==> src/rtl/itch_message_encoder_if.sv <==
// itch_message_encoder_if: command fields and byte-stream bundle for the ITCH encoder
interface itch_message_encoder_if;
   logic        cmd_valid;
   logic        cmd_ready;
   logic [7:0]  cmd_type;
   logic [15:0] cmd_locate;
   logic [15:0] cmd_tracking;
   logic [47:0] cmd_timestamp;
   logic [63:0] cmd_order_ref;
   logic [63:0] cmd_new_ref;
   logic        cmd_buy_sell;
   logic [31:0] cmd_shares;
   logic [31:0] cmd_price;
   logic [63:0] cmd_stock;
   logic        out_valid;
   logic        out_ready;
   logic [7:0]  out_byte;
   logic        out_start;
   logic        out_end;
   logic        err_bad_type;
   logic [31:0] msg_count;
   modport master (
      input  cmd_valid, cmd_type, cmd_locate, cmd_tracking, cmd_timestamp, cmd_order_ref,
             cmd_new_ref, cmd_buy_sell, cmd_shares, cmd_price, cmd_stock, out_ready,
      output cmd_ready, out_valid, out_byte, out_start, out_end, err_bad_type, msg_count
   );
   modport slave (
      output cmd_valid, cmd_type, cmd_locate, cmd_tracking, cmd_timestamp, cmd_order_ref,
             cmd_new_ref, cmd_buy_sell, cmd_shares, cmd_price, cmd_stock, out_ready,
      input  cmd_ready, out_valid, out_byte, out_start, out_end, err_bad_type, msg_count
   );
endinterface

==> src/rtl/itch_message_encoder.sv <==
// itch_message_encoder: serializes an order-event command into a big-endian ITCH 5.0 byte stream
module itch_message_encoder #(
   parameter bit EMIT_LEN_PREFIX = 1'b0
) (
   input logic                    clk,
   input logic                    rst_n,
   itch_message_encoder_if.master bus
);
   typedef enum logic [1:0] {IDLE, LEN_HI, LEN_LO, BODY} state_t;
   state_t       state_q, state_d;
   logic [287:0] sr_q, sr_d, img;
   logic [87:0]  hdr;
   logic [5:0]   cnt_q, cnt_d, len_q, len_d, len_sel;
   logic [31:0]  msg_count_q, msg_count_d;
   logic         ready_q, first_q, first_d, valid_q, valid_d, err_q, err_d;
   logic         supported, accept, load, fire, last;
   // Build the left-aligned body image and its length from the live command fields
   always_comb begin
      hdr       = {bus.cmd_type, bus.cmd_locate, bus.cmd_tracking, bus.cmd_timestamp};
      supported = 1'b1;
      len_sel   = 6'd36;
      img       = {hdr, bus.cmd_order_ref, bus.cmd_buy_sell ? 8'h42 : 8'h53,
                   bus.cmd_shares, bus.cmd_stock, bus.cmd_price};
      case (bus.cmd_type)
         8'h41: ;
         8'h58: begin
            len_sel = 6'd23;
            img     = {hdr, bus.cmd_order_ref, bus.cmd_shares, 104'h0};
         end
         8'h44: begin
            len_sel = 6'd19;
            img     = {hdr, bus.cmd_order_ref, 136'h0};
         end
         8'h55: begin
            len_sel = 6'd35;
            img     = {hdr, bus.cmd_order_ref, bus.cmd_new_ref, bus.cmd_shares, bus.cmd_price, 8'h0};
         end
         default: supported = 1'b0;
      endcase
   end
   assign accept = bus.cmd_valid && bus.cmd_ready;
   assign load   = accept && supported;
   assign fire   = valid_q && bus.out_ready;
   assign last   = state_q == BODY && cnt_q == 6'd1;
   // State and datapath registers; reset abandons any partial message
   always_ff @(posedge clk or negedge rst_n) begin
      if (!rst_n) begin
         state_q     <= IDLE;
         sr_q        <= '0;
         cnt_q       <= '0;
         len_q       <= '0;
         msg_count_q <= '0;
         ready_q     <= 1'b0;
         first_q     <= 1'b0;
         valid_q     <= 1'b0;
         err_q       <= 1'b0;
      end else begin
         state_q     <= state_d;
         sr_q        <= sr_d;
         cnt_q       <= cnt_d;
         len_q       <= len_d;
         msg_count_q <= msg_count_d;
         ready_q     <= 1'b1;
         first_q     <= first_d;
         valid_q     <= valid_d;
         err_q       <= err_d;
      end
   end
   // Next state: header bytes and body bytes advance only on an accepted byte
   always_comb begin
      state_d = state_q;
      case (state_q)
         IDLE:    state_d = load ? (EMIT_LEN_PREFIX ? LEN_HI : BODY) : IDLE;
         LEN_HI:  state_d = fire ? LEN_LO : LEN_HI;
         LEN_LO:  state_d = fire ? BODY : LEN_LO;
         default: state_d = fire && last ? IDLE : BODY;
      endcase
   end
   // Datapath next values and stream outputs
   always_comb begin
      sr_d        = load ? img : (fire && state_q == BODY) ? {sr_q[279:0], 8'h00} : sr_q;
      cnt_d       = load ? len_sel : (fire && state_q == BODY) ? cnt_q - 6'd1 : cnt_q;
      len_d       = load ? len_sel : len_q;
      first_d     = load ? 1'b1 : fire ? 1'b0 : first_q;
      valid_d     = state_d != IDLE;
      err_d       = accept && !supported;
      msg_count_d = fire && last ? msg_count_q + 32'd1 : msg_count_q;
   end
   assign bus.cmd_ready    = ready_q && state_q == IDLE;
   assign bus.out_valid    = valid_q;
   assign bus.out_byte     = state_q == LEN_LO ? {2'b00, len_q} : state_q == BODY ? sr_q[287:280] : 8'h00;
   assign bus.out_start    = valid_q && first_q;
   assign bus.out_end      = valid_q && last;
   assign bus.err_bad_type = err_q;
   assign bus.msg_count    = msg_count_q;
endmodule

==> src/flat_wrapper.sv <==
// flat-port wrapper written by rule: the top's interface ports become plain ports
module itch_message_encoder_flat 
#(
   parameter bit EMIT_LEN_PREFIX = 1'b0
)
  (clk, rst_n, bus_cmd_valid, bus_cmd_type, bus_cmd_locate, bus_cmd_tracking, bus_cmd_timestamp, bus_cmd_order_ref, bus_cmd_new_ref, bus_cmd_buy_sell, bus_cmd_shares, bus_cmd_price, bus_cmd_stock, bus_out_ready, bus_cmd_ready, bus_out_valid, bus_out_byte, bus_out_start, bus_out_end, bus_err_bad_type, bus_msg_count);
  itch_message_encoder_if bus_i ();
  input logic clk;
  input logic rst_n;
  input wire logic [$bits(bus_i.cmd_valid)-1:0] bus_cmd_valid;
  input wire logic [$bits(bus_i.cmd_type)-1:0] bus_cmd_type;
  input wire logic [$bits(bus_i.cmd_locate)-1:0] bus_cmd_locate;
  input wire logic [$bits(bus_i.cmd_tracking)-1:0] bus_cmd_tracking;
  input wire logic [$bits(bus_i.cmd_timestamp)-1:0] bus_cmd_timestamp;
  input wire logic [$bits(bus_i.cmd_order_ref)-1:0] bus_cmd_order_ref;
  input wire logic [$bits(bus_i.cmd_new_ref)-1:0] bus_cmd_new_ref;
  input wire logic [$bits(bus_i.cmd_buy_sell)-1:0] bus_cmd_buy_sell;
  input wire logic [$bits(bus_i.cmd_shares)-1:0] bus_cmd_shares;
  input wire logic [$bits(bus_i.cmd_price)-1:0] bus_cmd_price;
  input wire logic [$bits(bus_i.cmd_stock)-1:0] bus_cmd_stock;
  input wire logic [$bits(bus_i.out_ready)-1:0] bus_out_ready;
  output wire logic [$bits(bus_i.cmd_ready)-1:0] bus_cmd_ready;
  output wire logic [$bits(bus_i.out_valid)-1:0] bus_out_valid;
  output wire logic [$bits(bus_i.out_byte)-1:0] bus_out_byte;
  output wire logic [$bits(bus_i.out_start)-1:0] bus_out_start;
  output wire logic [$bits(bus_i.out_end)-1:0] bus_out_end;
  output wire logic [$bits(bus_i.err_bad_type)-1:0] bus_err_bad_type;
  output wire logic [$bits(bus_i.msg_count)-1:0] bus_msg_count;
  assign bus_i.cmd_valid = bus_cmd_valid;
  assign bus_i.cmd_type = bus_cmd_type;
  assign bus_i.cmd_locate = bus_cmd_locate;
  assign bus_i.cmd_tracking = bus_cmd_tracking;
  assign bus_i.cmd_timestamp = bus_cmd_timestamp;
  assign bus_i.cmd_order_ref = bus_cmd_order_ref;
  assign bus_i.cmd_new_ref = bus_cmd_new_ref;
  assign bus_i.cmd_buy_sell = bus_cmd_buy_sell;
  assign bus_i.cmd_shares = bus_cmd_shares;
  assign bus_i.cmd_price = bus_cmd_price;
  assign bus_i.cmd_stock = bus_cmd_stock;
  assign bus_i.out_ready = bus_out_ready;
  assign bus_cmd_ready = bus_i.cmd_ready;
  assign bus_out_valid = bus_i.out_valid;
  assign bus_out_byte = bus_i.out_byte;
  assign bus_out_start = bus_i.out_start;
  assign bus_out_end = bus_i.out_end;
  assign bus_err_bad_type = bus_i.err_bad_type;
  assign bus_msg_count = bus_i.msg_count;
  itch_message_encoder #(.EMIT_LEN_PREFIX(EMIT_LEN_PREFIX)) u_core (.clk(clk), .rst_n(rst_n), .bus(bus_i));
endmodule
==> config.mk <==
export PLATFORM = sky130hd
export DESIGN_NAME = itch_message_encoder_flat
export DESIGN_NICKNAME = d
export VERILOG_FILES = /design/src/rtl/itch_message_encoder_if.sv /design/src/rtl/itch_message_encoder.sv /design/src/flat_wrapper.sv
export SDC_FILE = /design/constraint.sdc
export NUM_CORES = 1
export LEC_CHECK = 0
export CAP_MARGIN = 20
export CELL_PAD_IN_SITES_DETAIL_PLACEMENT = 0
export CELL_PAD_IN_SITES_GLOBAL_PLACEMENT = 1
export CORE_MARGIN = 4
export CORE_UTILIZATION = 37
export DETAILED_ROUTE_END_ITERATION = 8
export GPL_TIMING_DRIVEN = 1
export MAX_ROUTING_LAYER = met4
export PLACE_DENSITY = 0.8
export SLEW_MARGIN = 10
export SYNTH_ARGS = -nofsm -noshare
export SYNTH_HDL_FRONTEND = slang
export SYNTH_SLANG_ARGS = --single-unit
export TNS_END_PERCENT = 5
==> constraint.sdc <==
create_clock -name clk -period 2.9 [get_ports clk]
set_clock_uncertainty 0.1 [all_clocks]
set_input_delay 0.58 -clock clk [delete_from_list [all_inputs] [get_ports clk]]
set_output_delay 0.58 -clock clk [all_outputs]
set_load 0.01 [all_outputs]
# [Yosys cells after proc, flatten, opt, wreduce, memory -nomap -nowiden]
# Cells that the tools add are included.
# Widths: inputs -> output; s select.
[op_classes] n_addsub=2 n_eq_ne=8 mux=17 reduce_logical=16
[ops] operator="$mux 288" n=2
[ops] operator="$pmux 136 s3" n=1
[ops] operator="$add 32x1->32 const B" n=1
[ops] operator="$eq 8x7->1 const B" n=4
[ops] operator="$pmux 6 s3" n=1
[ops] operator="$mux 8" n=2
[ops] operator="$mux 6" n=2
[ops] operator="$logic_and 1x1->1" n=10
[ops] operator="$eq 6x1->1 const B" n=1
[ops] operator="$mux 2" n=3
[ops] operator="$pmux 2 s3" n=1
[ops] operator="$reduce_bool 2->1" n=3
[ops] operator="$sub 6x1->6 const B" n=1
[ops] operator="$mux 5" n=1
[ops] operator="$eq 2x2->1 const B" n=2
[ops] operator="$mux 1" n=4
[ops] operator="$reduce_or 4->1" n=1
[ops] operator="$eq 2x1->1 const B" n=1
[ops] operator="$logic_not 2->1" n=1
[ops] operator="$logic_not 1->1" n=1
[word_totals] regBits=338 in_bits=349 out_inout_bits=45

# [Longest topological paths before layout]
# Gate-level depths: netlist of the first run.
[logic_depth] ltp_word=7 mapped_depth=9

# [Least setup slack after synthesis of the first run]
# OpenSTA, ideal clock, no wires.
[synth_path] kind="input to register" startpoint="input port bus_cmd_type[5]" endpoint="register u_core.sr_q[100]" arrival_ns=2.227 slack_ns=0.447 stages=8 path_cell_list="or3b_2 -> nor3_2 -> o21a_1 -> buf_2 -> buf_2 -> buf_2 -> a21oi_1 -> a221o_1"
[synth_via] elab_chain_cells=5 elab_cells_between_ends=10 cone_classes="4 x eq/ne; 3 x mux; 3 x reduce/logical"
[synth_lines] item="start, declared" line="flat_wrapper.sv:11" rtl="input wire logic [$bits(bus_i.cmd_type)-1:0] bus_cmd_type;"
[synth_lines] item="$eq 8x7->1" line="itch_message_encoder.sv:24" rtl="case (bus.cmd_type)"
[synth_lines] item="$reduce_or 4->1 (no source line)"
[synth_lines] item="$mux 1" line="itch_message_encoder.sv:24"
[synth_lines] item="$logic_and 1x1->1" line="itch_message_encoder.sv:42" rtl="assign load = accept && supported;"
[synth_lines] item="$mux 288 / $reduce_bool 2->1 (equally long branches)"
[synth_lines] item="end signal, assigned" line="itch_message_encoder.sv:59" rtl="sr_q <= sr_d;"
[synth_lines] item="end, declared" line="itch_message_encoder.sv:11" rtl="logic [287:0] sr_q, sr_d, img;"
# Parallel ways exist; a longest one is shown, timed or not.
# A chain may end at the register's enable or synchronous reset.

# [Worst setup path in the final report of the first run]
[layout_path] startpoint="register u_core.cnt_q[1]" endpoint="output port bus_out_end"
[layout_via] elab_chain_cells=3
[layout_lines] item="start, declared" line="itch_message_encoder.sv:13" rtl="logic [5:0] cnt_q, cnt_d, len_q, len_d, len_sel;"
[layout_lines] item="start signal, assigned" line="itch_message_encoder.sv:60" rtl="cnt_q <= cnt_d;"
[layout_lines] item="$eq 6x1->1" line="itch_message_encoder.sv:44" rtl="assign last = state_q == BODY && cnt_q == 6'd1;"
[layout_lines] item="$logic_and 1x1->1" line="itch_message_encoder.sv:44"
[layout_lines] item="$logic_and 1x1->1" line="itch_message_encoder.sv:93" rtl="assign bus.out_end = valid_q && last;"
[layout_lines] item="end, declared" line="flat_wrapper.sv:26" rtl="output wire logic [$bits(bus_i.out_end)-1:0] bus_out_end;"
# Every way passes these cells.

==> results of run 1 <==
## worst max-delay path: stages (launching register included)
cell,delay [ns]
dfrtp_1,0.39
inv_1,0.08
ha_1,0.13
or4b_4,0.51
nor4b_4,0.26
buf_2,0.18
## power by group
group	internal [µW]	switching [µW]	total, µW	leakage, µW
Combinational	2280	2790	5070	0.00454
Sequential	6330	1060	7390	0.00436
Clock	2830	1950	4780	0.000594
Total	11400	5800	17200	0.00950
## cells in the mapped netlist (2+ instances only)
cell type,n
a21oi_1,125
inv_1,152
a21boi_0,4
and3_1,10
and4_1,4
o21a_1,7
o22ai_1,4
o221ai_1,22
xnor2_1,27
xor2_1,9
a221o_1,94
a31oi_1,24
o21ai_0,134
a32oi_1,3
o211ai_1,2
a22o_1,14
nand2_1,284
a221oi_1,4
o221a_2,2
o2bb2ai_1,2
or4b_4,2
buf_2,28
nor3_1,6
nor4b_1,4
a22oi_1,154
and2_1,3
nor3_2,2
nor2_1,59
ha_1,3
mux2i_1,5
nand2b_1,4
nor2b_1,6
buf_1,5
nand3_1,14
dfrtp_1,336
nand4_1,12
clkbuf_1,104
## through the flow
stage	instance area (µm²)	hold slack (ns)	setup TNS [ns]	power, µW	util
floorplan	15900	0.184	0	10200	-
global placement	21000	0.357	-3.60	12400	0.497
detailed placement	21000	0.362	-14.66	12500	0.497
CTS	22200	0.374	0	17400	0.526
global route	22200	0.403	-0.000265	18400	0.527
finish	22200	0.374	0	17200	0.527
## routing by layer
layer  track usage  vias up  share of wire
met5             -        -              0
met4        0.0644        0          0.024
met3        0.0487       89          0.070
met2         0.359      539           0.47
met1         0.325     7294           0.44
li1              -     6765              -
## cells by family (layout without fill, tap and decap cells)
logic type | count (synthesis) | count (layout)
compound gates | 599 | 599
buf+inv | 290 | 692
mux | 6 | 6
flops | 336 | 336
other cells | 1 | 5
fa+ha+maj | 3 | 3
simple gates | 420 | 420
xor+xnor | 36 | 36
## registers in the layout (all words and copies together), names as in the netlist
name / cells
u_core.state_q: 2
u_core.bus.out_valid: 1
u_core.ready_q: 1
u_core.first_q: 1
u_core.len_q: 4
u_core.cnt_q: 6
u_core.sr_q: 288
u_core.bus.err_bad_type: 1
u_core.bus.msg_count: 32
## layout by cell type, fill, tap and decap left out, drive strengths merged, types with 5 or more instances in the layout
master | synthesis | final
a21oi | 125 | 125
a221o | 94 | 94
a22o | 14 | 14
a22oi | 154 | 154
a31oi | 24 | 24
and3 | 10 | 10
buf | 34 | 80
clkbuf | 104 | 60
clkdlybuf4s50 | 0 | 389
dfrtp | 336 | 336
inv | 152 | 152
mux2i | 5 | 5
nand2 | 284 | 284
nand3 | 14 | 14
nand4 | 12 | 12
nor2 | 59 | 59
nor2b | 6 | 6
nor3 | 9 | 9
nor4b | 5 | 5
o21a | 7 | 7
o21ai | 135 | 135
o221ai | 22 | 22
xnor2 | 27 | 27
xor2 | 9 | 9
## layout make-up
type	instances	area [µm²]	area share
clock buffer	60	1160	0.0520
antenna	4	10.0	0.000450
tap	539	674	0.0303
inverter	152	571	0.0257
timing repair buffer	472	4920	0.221
clock inverter	8	72.6	0.00326
multi-input combinational	1065	6420	0.289
sequential	336	8410	0.378
## timing repair
item,4_1_cts,5_1_grt
hold endpoints to repair,56,0
pin swaps,0,0
hold buffers,1,0
setup endpoints to repair,1,3
gates resized for setup,5,3
## worst max-delay path by stage
| stage | start | endpoint | slack, ns | depth (start not counted) |
|---|---|---|---|---|
| global placement | bus_cmd_type[6] | u_core.sr_q[152] | -0.07 | 8 |
| CTS | u_core.cnt_q[1] | bus_out_end | 0.02 | 5 |
| global route | u_core.cnt_q[1] | bus_out_end | -0.0003 | 5 |
| detailed placement | bus_cmd_type[6] | u_core.cnt_q[4] | -0.20 | 7 |
| floorplan | bus_cmd_type[5] | u_core.sr_q[100] | 0.45 | 8 |
| finish | u_core.cnt_q[1] | bus_out_end | 0.12 | 5 |
==> results.sh, run 1 <==
export IMPL_arrival_ns=2.10
export IMPL_synth_adder_area_share=0.00236
export IMPL_p_leak_uw=0.00950
export IMPL_drv_cap=0
export IMPL_synth_top_family_by_area="compound AO/OA/AOI/OAI gates"
export IMPL_synth_top_cell_by_area="dfrtp_1"
export IMPL_drv_slew=0
export IMPL_finalWorstSetupSlack_ns=0.123
export IMPL_startpoint_type="flop"
export IMPL_synth_cells=1691
export IMPL_die_area_mm2=0.0463
export IMPL_track_usage=0.236
export IMPL_clock_sinks=336
export IMPL_wirelength_mm=55.2
export IMPL_ys_types=54
export IMPL_critPathMaxFanout=4
export IMPL_fill_cells=3858
export IMPL_synth_top_area_frac=0.529
export IMPL_wl_per_cell_um=20.9
export IMPL_cts_made_buffers=39
export IMPL_dieWidth_um=215
export IMPL_dp_cells=2563
export IMPL_reg2reg_depth=7
export IMPL_muxShareOfSynthArea=0.00386
export IMPL_hold_depth=2
export IMPL_r2r_end="u_core.bus.msg_count[22]"
export IMPL_portBuffers=393
export IMPL_reg2reg_from="u_core.cnt_q[1]"
export IMPL_status="finished, final reports clean"
export IMPL_hold_start="u_core.len_q[4]"
export IMPL_r2r_slack_ns=0.23
export IMPL_syn_area_mm2=0.0159
export IMPL_grt_pass1_wl_mm=85.4
export IMPL_ys_flop_type="dfrtp_1"
export IMPL_cts_setup_buffers=0
export IMPL_synth_xor_area_frac=0.0198
export IMPL_grt_max_degree=97
export IMPL_endpoint_kind="output pin"
export IMPL_path_class="flop to output pin"
export IMPL_coreArea_mm2=0.0422
export IMPL_ys_top_cells_by_area="dfrtp_1 (53%), a22oi_1 (7.3%), nand2_1 (6.7%), a221o_1 (5.9%), o21ai_0 (4.2%)"
export IMPL_nets=2418
export IMPL_period_share=0.958
export IMPL_htree_levels=2
export IMPL_syn_area_per_cell_um2=9.40
export IMPL_worstMarginPinSlew_ns=0.615
export IMPL_cts_tree="built"
export IMPL_worstPathRequired_ns=2.22
export IMPL_clockRootBuffer="clkbuf_16"
export IMPL_hold_path_class="flop to flop"
export IMPL_gp_congestion=0.901
export IMPL_pre_cts_slack_ns=-0.196
export IMPL_holdPathEnd="u_core.len_q[4]"
export IMPL_drc=0
export IMPL_vdd_drop_max_v=0.000394
export IMPL_avgViaCountPerCell=5.57
export IMPL_row_count=75
export IMPL_max_slew_margin=0.590
export IMPL_detail_route_antenna_nets=0
export IMPL_synth_edf_count=0
export IMPL_period_needed_ns=2.78
export IMPL_grt_pass1_vias=14600
export IMPL_synth_compound_area_frac=0.259
export IMPL_fmax_mhz=360
export IMPL_antenna_found_initial=4
export IMPL_pin_count=394
export IMPL_die_h_um=215
export IMPL_firstDrtPassIters=6
export IMPL_start_util=0.376
export IMPL_first_iter_violations=1550
export IMPL_ys_seq_area_frac=0.529
export IMPL_syn_to_final_growth_pct=40.0
export IMPL_setup_violations=0
export IMPL_instances_no_fill=2636
export IMPL_synth_simple_area_share=0.115
export IMPL_clk_path_buf_depth=3
export IMPL_num_vias=14700
export IMPL_synth_seq_cells=336
export IMPL_synthArstFlopShare=1.00
export IMPL_clkTransAtPathRegs_ns=0.06
export IMPL_drive_gt1_frac=0.0731
export IMPL_hold_viol=0
export IMPL_syn_nets=2043
export IMPL_clock_latency_ns=0.54
export IMPL_powerDensity_mw_per_mm2=775
export IMPL_rsz0062_at_grt="yes"
export IMPL_yosysWarnings=0
export IMPL_grt_remaining_overflow=0
export IMPL_dp_final_hpwl_mm=39.1
Power figures use the tool's default switching activity.
==> run 2, diff against run 1 <==
--- a/config.mk
+++ b/config.mk
@@ -6,14 +6,12 @@
 export NUM_CORES = 1
 export LEC_CHECK = 0
 export CAP_MARGIN = 20
-export CELL_PAD_IN_SITES_DETAIL_PLACEMENT = 0
-export CELL_PAD_IN_SITES_GLOBAL_PLACEMENT = 1
 export CORE_MARGIN = 4
-export CORE_UTILIZATION = 37
+export CORE_UTILIZATION = 45
 export DETAILED_ROUTE_END_ITERATION = 8
 export GPL_TIMING_DRIVEN = 1
 export MAX_ROUTING_LAYER = met4
-export PLACE_DENSITY = 0.8
+export PLACE_DENSITY = 0.74
 export SLEW_MARGIN = 10
 export SYNTH_ARGS = -nofsm -noshare
 export SYNTH_HDL_FRONTEND = slang
==> results.sh, run 2 (synthesis gave the netlist of run 1 again) <==
export IMPL_post_dp_cell_area_mm2=0.0210
export IMPL_clkPwrFrac=0.277
export IMPL_status="finished, final reports clean"
export IMPL_cts_tree="built"
export IMPL_syn_to_final_growth_pct=39.8
export IMPL_row_count=68
export IMPL_setup_violations=0
export IMPL_cp_num_buf_inv=2
export IMPL_firstDrtPassIters=6
export IMPL_fmax_mhz=363
export IMPL_die_h_um=196
export IMPL_wirelength_mm=54.2
export IMPL_drive_gt1_frac=0.0752
export IMPL_hold_viol=0
export IMPL_pwr_share_seq=0.429
export IMPL_largest_reg_flops=288
export IMPL_clock_sinks=336
export IMPL_max_slew_margin=0.575
export IMPL_arrival_ns=2.08
export IMPL_gp_congestion=0.969
export IMPL_rsz0062_at_grt="no"
export IMPL_cts_made_buffers=38
export IMPL_p_sw_uw=5770
export IMPL_internal_power_uw=11400
export IMPL_crit_family="simple AND/OR/NAND/NOR gates"
export IMPL_drv_cap=0
export IMPL_cpMaxStageDelayCell="or4b_4"
export IMPL_grt_remaining_overflow=0
export IMPL_htree_levels=2
export IMPL_final_common_cell="clkdlybuf4s50_1"
export IMPL_nets=2415
export IMPL_wl_per_cell_um=21.2
export IMPL_dp_final_hpwl_mm=38.7
export IMPL_clock_latency_ns=0.51
export IMPL_largest_register="u_core.sr_q"
export IMPL_period_share=0.950
export IMPL_p_leak_uw=0.00948
export IMPL_detail_route_antenna_nets=0
export IMPL_cts_setup_buffers=0
export IMPL_drv_slew=0
export IMPL_finalPower_uw=17200
export IMPL_first_iter_violations=1505
export IMPL_coreArea_mm2=0.0347
export IMPL_tns_ns=0
export IMPL_start_util=0.458
export IMPL_grt_pass1_vias=15000
export IMPL_final_cell_mix="clkdlybuf4s50_1 (391), dfrtp_1 (336), nand2_1 (283)"
export IMPL_period_needed_ns=2.76
export IMPL_clk_path_buf_depth=3
export IMPL_max_stage_delay_ns=0.49
export IMPL_startpoint_type="flop"
export IMPL_powerDensity_mw_per_mm2=773
export IMPL_power_frac_comb=0.294
export IMPL_path_class="flop to output pin"
export IMPL_drc=0
export IMPL_fill_cells=2836
export IMPL_portBuffers=393
export IMPL_fin_area_mm2=0.0222
export IMPL_avgViaCountPerCell=5.79
export IMPL_grt_pass1_wl_mm=84.8
export IMPL_hold_path_class="flop to flop"
export IMPL_antenna_found_initial=11
export IMPL_die_area_mm2=0.0384
export IMPL_track_usage=0.282
export IMPL_worstMarginPinSlew_ns=0.637
export IMPL_grt_max_degree=129
export IMPL_worstPathRequired_ns=2.22
export IMPL_endpoint_kind="output pin"
export IMPL_vdd_drop_max_v=0.000473
export IMPL_clkTransAtPathRegs_ns=0.06
export IMPL_p_sw_frac=0.336
export IMPL_clockRootBuffer="clkbuf_16"
export IMPL_critPathMaxFanout=4
export IMPL_path_cells="inv_1 > ha_1 > or4b_4 > nor4b_1 > clkbuf_2"
export IMPL_pin_count=394
export IMPL_num_vias=14800
export IMPL_dieWidth_um=196
## run 2: path summary, 6_finish.rpt
path	start	endpoint	slack, ns	cells after the start
min in group asynchronous	rst_n	u_core.sr_q[81]	0.52	2
hold reg to reg	u_core.first_q	u_core.first_q	0.37	2
max in group asynchronous	rst_n	u_core.sr_q[29]	1.34	3
setup / recovery	u_core.cnt_q[1]	bus_out_end	0.14	5
setup reg to reg	u_core.cnt_q[1]	u_core.bus.msg_count[26]	0.23	7
hold / removal	u_core.first_q	u_core.first_q	0.37	2
## run 2: area by class of cell
cell class                      instances  area (µm²)  share of cell area
Sequential cell                       336        8410               0.378
Multi-Input combinational cell       1065        6410               0.288
Timing Repair Buffer                  470        5000               0.225
Clock buffer                           52        1120              0.0506
Inverter                              152         571              0.0257
Tap cell                              455         569              0.0256
Clock inverter                         13         105             0.00473
Antenna cell                           11        27.5             0.00124
## run 2: metal layers
metal / GRT usage / vias to the layer above / wire (µm)
li1: - / 6777 / -
met3: 0.0787 / 135 / 5430
met1: 0.364 / 7229 / 21600
met5: - / - / 0
met2: 0.429 / 639 / 25100
met4: 0.100 / 0 / 2000
## run 2: repair_timing
action	4_1_cts	5_1_grt
endpoints found under the setup margin	1	1
resized for setup	2	2
hold endpoints to repair	60	0
hold buffers	1	0
## run 2: metrics by stage
stage / hold WS [ns] / worst slack (ns) / std cells / util
after floorplan: 0.184 / 0.447 / 1691 / -
after global placement: 0.355 / 0.0126 / 2477 / 0.604
after detailed placement: 0.356 / -0.138 / 2477 / 0.604
after CTS: 0.372 / 0.00308 / 2543 / 0.639
after global routing: 0.413 / 0.0302 / 2554 / 0.640
final: 0.367 / 0.144 / 2554 / 0.640
## run 2: power groups by stage
stage	Clock (µW)	Combinational, µW	Sequential [µW]
floorplan	0	3160	7040
global placement	0	4860	7370
detailed placement	0	5020	7400
CTS	4860	5060	7360
global route	5030	5680	7560
finish	4760	5040	7380
## run 2: worst min-delay path, delay by kind of cell, from the launching register on
family           cells  cell delay (ns)
flip-flops           1             0.34
AND/OR/NAND/NOR      2             0.10
